<file path="src/rtl/bus_sched_if.sv">
// Bus scheduler signal bundle: CPU/DMA/halt requests in, phase clock, grants and memory strobes out.
// Latency: none (wires only).
// Backpressure: none; requests are levels sampled by the scheduler at clk_in edges.
//
// Signals:
//   cpu_rw   - CPU read(1)/write(0)
//   dma_req  - secondary requester bus request (level)
//   dma_we   - DMA write(1)/read(0)
//   halt_req - hold the CPU with phi2 low (level)
//   phi2     - CPU phase-2 clock
//   cpu_sel  - CPU owns the memory bus
//   dma_gnt  - DMA owns the memory bus
//   halted   - CPU is being held
//   mem_oe_n - memory output enable, active-low
//   mem_we_n - memory write enable, active-low
interface bus_sched_if;
    logic cpu_rw;
    logic dma_req;
    logic dma_we;
    logic halt_req;
    logic phi2;
    logic cpu_sel;
    logic dma_gnt;
    logic halted;
    logic mem_oe_n;
    logic mem_we_n;

    // Requester side (CPU glue, DMA engine, halt source).
    modport master (
        output cpu_rw, dma_req, dma_we, halt_req,
        input  phi2, cpu_sel, dma_gnt, halted, mem_oe_n, mem_we_n
    );

    // Scheduler side.
    modport slave (
        input  cpu_rw, dma_req, dma_we, halt_req,
        output phi2, cpu_sel, dma_gnt, halted, mem_oe_n, mem_we_n
    );
endinterface

</file>
<file path="src/rtl/bus_sched.sv">
// Memory bus scheduler: generates phi2 and time-slices the bus between CPU (phi2 high) and DMA (phi2 low / halt).
// Latency: every output is registered; requests seen at an edge affect outputs on that same edge.
// Backpressure: a DMA request waits for the next PH2->PH1 boundary or HALT; halt is honoured only at PH1 end.
//
// Ports: clk_in (system clock), reset (synchronous, active-low), bus (bus_sched_if.slave).
// Parameter DIV: clk_in cycles per phi2 half-phase, 3..15.
module bus_sched #(
    parameter int unsigned DIV = 6
) (
    input  logic       clk_in,
    input  logic       reset,
    bus_sched_if.slave bus
);

    typedef enum logic [1:0] {
        PH1  = 2'd0,
        PH2  = 2'd1,
        HALT = 2'd2
    } state_t;

    localparam logic [3:0] LAST   = 4'(DIV - 1);
    localparam logic [3:0] WE_END = 4'(DIV - 2);

    state_t     state, state_nxt;
    logic [3:0] count, count_nxt;
    logic       phi2_q, cpu_sel_q, dma_gnt_q, halted_q, oe_n_q, we_n_q;
    logic       gnt_nxt, halted_nxt, oe_nxt, we_nxt;
    logic       cpu_rw_l, rw_nxt;
    logic       dma_we_l, we_l_nxt;
    logic       phase_end, strobe_win;

    always_comb begin
        state_nxt  = state;
        count_nxt  = count;
        gnt_nxt    = dma_gnt_q;
        halted_nxt = halted_q;
        rw_nxt     = cpu_rw_l;
        we_l_nxt   = dma_we_l;
        oe_nxt     = 1'b1;
        we_nxt     = 1'b1;
        phase_end  = (count == LAST);

        unique case (state)
            PH1: begin
                if (phase_end) begin
                    count_nxt = 4'd0;
                    if (bus.halt_req) begin
                        state_nxt  = HALT;
                        halted_nxt = 1'b1;
                        gnt_nxt    = bus.dma_req;
                    end else begin
                        state_nxt = PH2;
                        gnt_nxt   = 1'b0;
                        rw_nxt    = bus.cpu_rw;
                    end
                end else begin
                    count_nxt = count + 4'd1;
                end
            end
            PH2: begin
                // The CPU half-phase always runs to completion; halt is only considered at PH1 end.
                if (phase_end) begin
                    count_nxt = 4'd0;
                    state_nxt = PH1;
                    gnt_nxt   = bus.dma_req;
                end else begin
                    count_nxt = count + 4'd1;
                end
            end
            HALT: begin
                count_nxt = 4'd0;
                if (!bus.halt_req) begin
                    state_nxt  = PH1;
                    halted_nxt = 1'b0;
                    gnt_nxt    = 1'b0;
                end else begin
                    // Grant tracks the request, but stays one extra cycle after an
                    // active write strobe so address/data are held past mem_we_n rising.
                    gnt_nxt = bus.dma_req | (dma_gnt_q & ~we_n_q);
                end
            end
            default: begin
                state_nxt = PH1;
                count_nxt = 4'd0;
            end
        endcase

        // DMA direction is captured once, when the grant is newly given.
        if (gnt_nxt && !dma_gnt_q) begin
            we_l_nxt = bus.dma_we;
        end

        // Timed write window: skip first and last cycle of a half-phase for setup/hold.
        strobe_win = (count_nxt >= 4'd1) && (count_nxt <= WE_END);

        if (state_nxt == PH2) begin
            if (rw_nxt) begin
                oe_nxt = 1'b0;
            end else if (strobe_win) begin
                we_nxt = 1'b0;
            end
        end else if (gnt_nxt) begin
            if (!we_l_nxt) begin
                oe_nxt = 1'b0;
            end else if (state_nxt == PH1) begin
                if (strobe_win) begin
                    we_nxt = 1'b0;
                end
            end else if (state == HALT && dma_gnt_q && bus.dma_req) begin
                // Untimed halt write: strobe starts one cycle after the grant and
                // ends on the edge that sees the request withdrawn.
                we_nxt = 1'b0;
            end
        end
    end

    always_ff @(posedge clk_in) begin
        if (!reset) begin
            state     <= PH1;
            count     <= 4'd0;
            phi2_q    <= 1'b0;
            cpu_sel_q <= 1'b0;
            dma_gnt_q <= 1'b0;
            halted_q  <= 1'b0;
            oe_n_q    <= 1'b1;
            we_n_q    <= 1'b1;
            cpu_rw_l  <= 1'b1;
            dma_we_l  <= 1'b0;
        end else begin
            state     <= state_nxt;
            count     <= count_nxt;
            // phi2 and cpu_sel are separate flops with the same D so each output is clean.
            phi2_q    <= (state_nxt == PH2);
            cpu_sel_q <= (state_nxt == PH2);
            dma_gnt_q <= gnt_nxt;
            halted_q  <= halted_nxt;
            oe_n_q    <= oe_nxt;
            we_n_q    <= we_nxt;
            cpu_rw_l  <= rw_nxt;
            dma_we_l  <= we_l_nxt;
        end
    end

    assign bus.phi2     = phi2_q;
    assign bus.cpu_sel  = cpu_sel_q;
    assign bus.dma_gnt  = dma_gnt_q;
    assign bus.halted   = halted_q;
    assign bus.mem_oe_n = oe_n_q;
    assign bus.mem_we_n = we_n_q;

endmodule

</file>
<file path="src/flat_wrapper.sv">
// flat-port wrapper written by rule: the top's interface ports become plain ports
module bus_sched_flat 
#(
    parameter int unsigned DIV = 6
)
  (clk_in, reset, bus_cpu_rw, bus_dma_req, bus_dma_we, bus_halt_req, bus_phi2, bus_cpu_sel, bus_dma_gnt, bus_halted, bus_mem_oe_n, bus_mem_we_n);
  bus_sched_if bus_i ();
  input  logic clk_in;
  input  logic reset;
  input wire logic [$bits(bus_i.cpu_rw)-1:0] bus_cpu_rw;
  input wire logic [$bits(bus_i.dma_req)-1:0] bus_dma_req;
  input wire logic [$bits(bus_i.dma_we)-1:0] bus_dma_we;
  input wire logic [$bits(bus_i.halt_req)-1:0] bus_halt_req;
  output wire logic [$bits(bus_i.phi2)-1:0] bus_phi2;
  output wire logic [$bits(bus_i.cpu_sel)-1:0] bus_cpu_sel;
  output wire logic [$bits(bus_i.dma_gnt)-1:0] bus_dma_gnt;
  output wire logic [$bits(bus_i.halted)-1:0] bus_halted;
  output wire logic [$bits(bus_i.mem_oe_n)-1:0] bus_mem_oe_n;
  output wire logic [$bits(bus_i.mem_we_n)-1:0] bus_mem_we_n;
  assign bus_i.cpu_rw = bus_cpu_rw;
  assign bus_i.dma_req = bus_dma_req;
  assign bus_i.dma_we = bus_dma_we;
  assign bus_i.halt_req = bus_halt_req;
  assign bus_phi2 = bus_i.phi2;
  assign bus_cpu_sel = bus_i.cpu_sel;
  assign bus_dma_gnt = bus_i.dma_gnt;
  assign bus_halted = bus_i.halted;
  assign bus_mem_oe_n = bus_i.mem_oe_n;
  assign bus_mem_we_n = bus_i.mem_we_n;
  bus_sched #(.DIV(DIV)) u_core (.clk_in(clk_in), .reset(reset), .bus(bus_i));
endmodule
</file>
<file path="config.mk">
export PLATFORM = sky130hd
export DESIGN_NAME = bus_sched_flat
export DESIGN_NICKNAME = d
export VERILOG_FILES = /design/src/rtl/bus_sched_if.sv /design/src/rtl/bus_sched.sv /design/src/flat_wrapper.sv
export SDC_FILE = /design/constraint.sdc
export NUM_CORES = 1
export LEC_CHECK = 0
export ABC_AREA = 1
export CORE_MARGIN = 2
export CORE_UTILIZATION = 49
export DETAILED_ROUTE_END_ITERATION = 10
export GPL_ROUTABILITY_DRIVEN = 1
export PLACE_DENSITY_LB_ADDON = 0.12
export SKIP_LAST_GASP = 1
export SLEW_MARGIN = 20
export SYNTH_ARGS = -nofsm -noshare
export SYNTH_HDL_FRONTEND = slang
export SYNTH_SLANG_ARGS = --single-unit
</file>
<file path="constraint.sdc">
create_clock -name clk_in -period 1.6 [get_ports clk_in]
set_input_delay 0.32 -clock clk_in [delete_from_list [all_inputs] [get_ports clk_in]]
set_output_delay 0.32 -clock clk_in [all_outputs]
set_load 0.03 [all_outputs]
</file>
==> impl_metrics.tcl <==
set metrics [dict create \
    placed_cells 134 \
    syn_area_per_cell_um2 6.36 \
    tns_ns 0 \
    reg2regPathDepth 11 \
    gp_congestion 0.763 \
    die_w_um 40.8 \
    timing.slew.headroom_pct 76.2 \
    fin_crit_sh_pct 90.0 \
    final_antenna_net_count 0 \
    fin_nets 130 \
    largest_register "u_core.count" \
    io_pins 12 \
    wl_per_cell_um 9.83 \
    finalSetupViolCount 0 \
    grt_pass1_wl_um 2060 \
    fmax_mhz 694 \
    core_um2 1280 \
    grt.overflow.total 0 \
    hold_class "in -> reg" \
    largest_reg_flops 4 \
    cts_tree "yes" \
    dpl_worst_slack_ns -0.214 \
    ff2ff_setup_slack_ns 0.16 \
    vias 658 \
    stdcell_count 138 \
    reg_top3 "u_core.count: 4 flops, u_core.state: 2 flops" \
    leakagePower_uw 0.000435 \
    fin_ws_ns 0.160 \
    timing.rr.start "u_core.count[0]" \
    cts.sinks 13 \
    cap_violations 0 \
    holdPathStages 3 \
    crit_type "reg -> reg" \
    tightest_slew_ns 0.356 \
    synth_cell_types 18 \
    mostFrequentLayoutCells "nand2_1 (30), nor2_1 (15), dfxtp_1 (13)" \
    synth_nets 110 \
    fin_skew_ns 0.00934 \
    clk_latency_ns 0.27 \
    cts_hold_repair.buffers 0 \
    grt_setup_unrepaired "yes" \
    startpoint_type "flop" \
    ys_warn_count 0 \
    initial_utilization_pct 51.5 \
    hpwl_um 1070 \
    final_hold_viol_count 0 \
    postCtsSetupRepairBufs 0 \
    synth_cells 104 \
    cts_root_buffer "clkbuf_4" \
    ir_drop_mv 0.482 \
    status "finished, final reports clean" \
    drt_iter0_markers 14 \
    ys_ff_latch 13 \
    antenna_found_initial 0 \
    portBuffers 11 \
    netlist_area_um2 662 \
    endpoint_kind "flop" \
    utilization_pct 66.7 \
    cp_data_required_time_ns 1.76 \
    routed_wl_um 1360 \
    grt_use_total_pct 19.0 \
    num_antenna_cells 0 \
    die_y_um 40.8 \
    cts_max_path_buffers 2 \
    routed_via_density 4.77 \
    p_per_area_nw_per_um2 736 \
    n_fill_cell 127 \
    cts_max_level 1 \
    grt_max_degree 12 \
    fin_crit_ns 1.44 \
    min_to "u_core.bus.halted" \
    drive_gt1_share_pct 17.1 \
    numCtsBuffers 3 \
    yosysSeqAreaShare_pct 39.3 \
    reg2reg_to "u_core.bus.mem_we_n" \
    p_total_uw 631 \
    dr.pass1.iters 4 \
    rows 13 \
    area_growth_pct 29.5 \
    route.detailed.drc 0 \
    cp_max_fo 4 \
    path_clk_slew_ns 0.08 \
    dieArea_um2 1660 \
    grt_pass1_vias 516 \
    min-delay-start "bus_halt_req" \
    crit_arrival_ns 1.60 \
    maxSlewViolCount 0 \
    layout_commonest_cell "nand2_1" \
]
per-layer routing:
layer	up-vias	GRT usage, %	wire (um)	part of all wire [%]
met5	-	0	0	0
met3	2	4.89	73	5.4
met2	16	29.8	569	42
met1	277	25.7	704	52
met4	0	5.00	10	0.74
li1	363	-	-	-
worst max-delay path, cell delays in order, from the launching register on:
cell and delay [ns]:
dfxtp_1 0.40, inv_2 0.07, nor2_2 0.12, nand2_2 0.08, nand3_1 0.11, nand2_1 0.08
a21oi_2 0.16, nand3_1 0.09, nand2_1 0.06, nand3_1 0.06, nand2_1 0.06, nand2_1 0.04
worst max-delay path by stage:
stage                     endpoint          startpoint  slack (ns)
2_1_floorplan  u_core.bus.mem_we_n  u_core.bus.dma_gnt        0.30
3_3_place_gp   u_core.bus.mem_oe_n        bus_halt_req       -0.19
3_5_place_dp   u_core.bus.mem_we_n        bus_halt_req       -0.21
4_1_cts                   bus_phi2     u_core.bus.phi2       0.005
5_1_grt        u_core.bus.mem_we_n     u_core.count[0]       -0.01
6_report       u_core.bus.mem_we_n     u_core.count[0]        0.16
Yosys cell counts:
master / n / area share (%)
a21oi_1: 2 / 1.5
a21oi_2: 1 / 1.3
buf_4: 1 / 1.1
clkbuf_1: 1 / 0.57
dfxtp_1: 13 / 39
inv_1: 11 / 6.2
inv_2: 4 / 2.3
nand2_1: 30 / 17
nand2_2: 3 / 2.8
nand3_1: 11 / 8.3
nand4_1: 1 / 0.95
nor2_1: 15 / 8.5
nor2_2: 3 / 2.8
nor2_4: 1 / 1.7
nor3_1: 2 / 1.5
o21ai_0: 1 / 0.76
o21ai_1: 3 / 2.3
or3_1: 1 / 0.95
through the flow:
step                      hold slack (ns)  area, um^2
after detailed placement            0.470         825
after floorplan                     0.389         662
after global routing                0.412         857
after CTS                           0.482         847
after global placement              0.461         825
final                               0.398         857
layout make-up:
cell class,count,area (um^2),share of cell area [%]
inverter,15,56.3,6.57
timing repair buffer,17,161,18.8
tap,15,18.8,2.19
multi-input combinational,74,334,39.0
sequential,13,260,30.4
clock buffer,4,26.3,3.07
report_power, final:
group / leakage (uW) / switching (uW) / internal (uW)
registers: 0.000106 / 7.83 / 332
clock network: 0.0000150 / 104 / 96.5
logic: 0.000314 / 52.3 / 39.0
total: 0.000435 / 164 / 467
repair_timing:
action                     4_1_cts  5_1_grt
gates resized for setup          3        4
pin swaps                        0        0
setup endpoints to repair        3        5
kinds of logic (layout without fill, tap and decap cells):
kind of cell | after synthesis | count (layout) | share of synthesized area [%]
and+or+nand+nor | 67 | 67 | 44.6
buffers and inverters | 17 | 36 | 10.2
DFF | 13 | 13 | 39.3
AOI/OAI and AO/OA | 7 | 7 | 5.86
No activity file was read; power rests on OpenSTA's default activity.
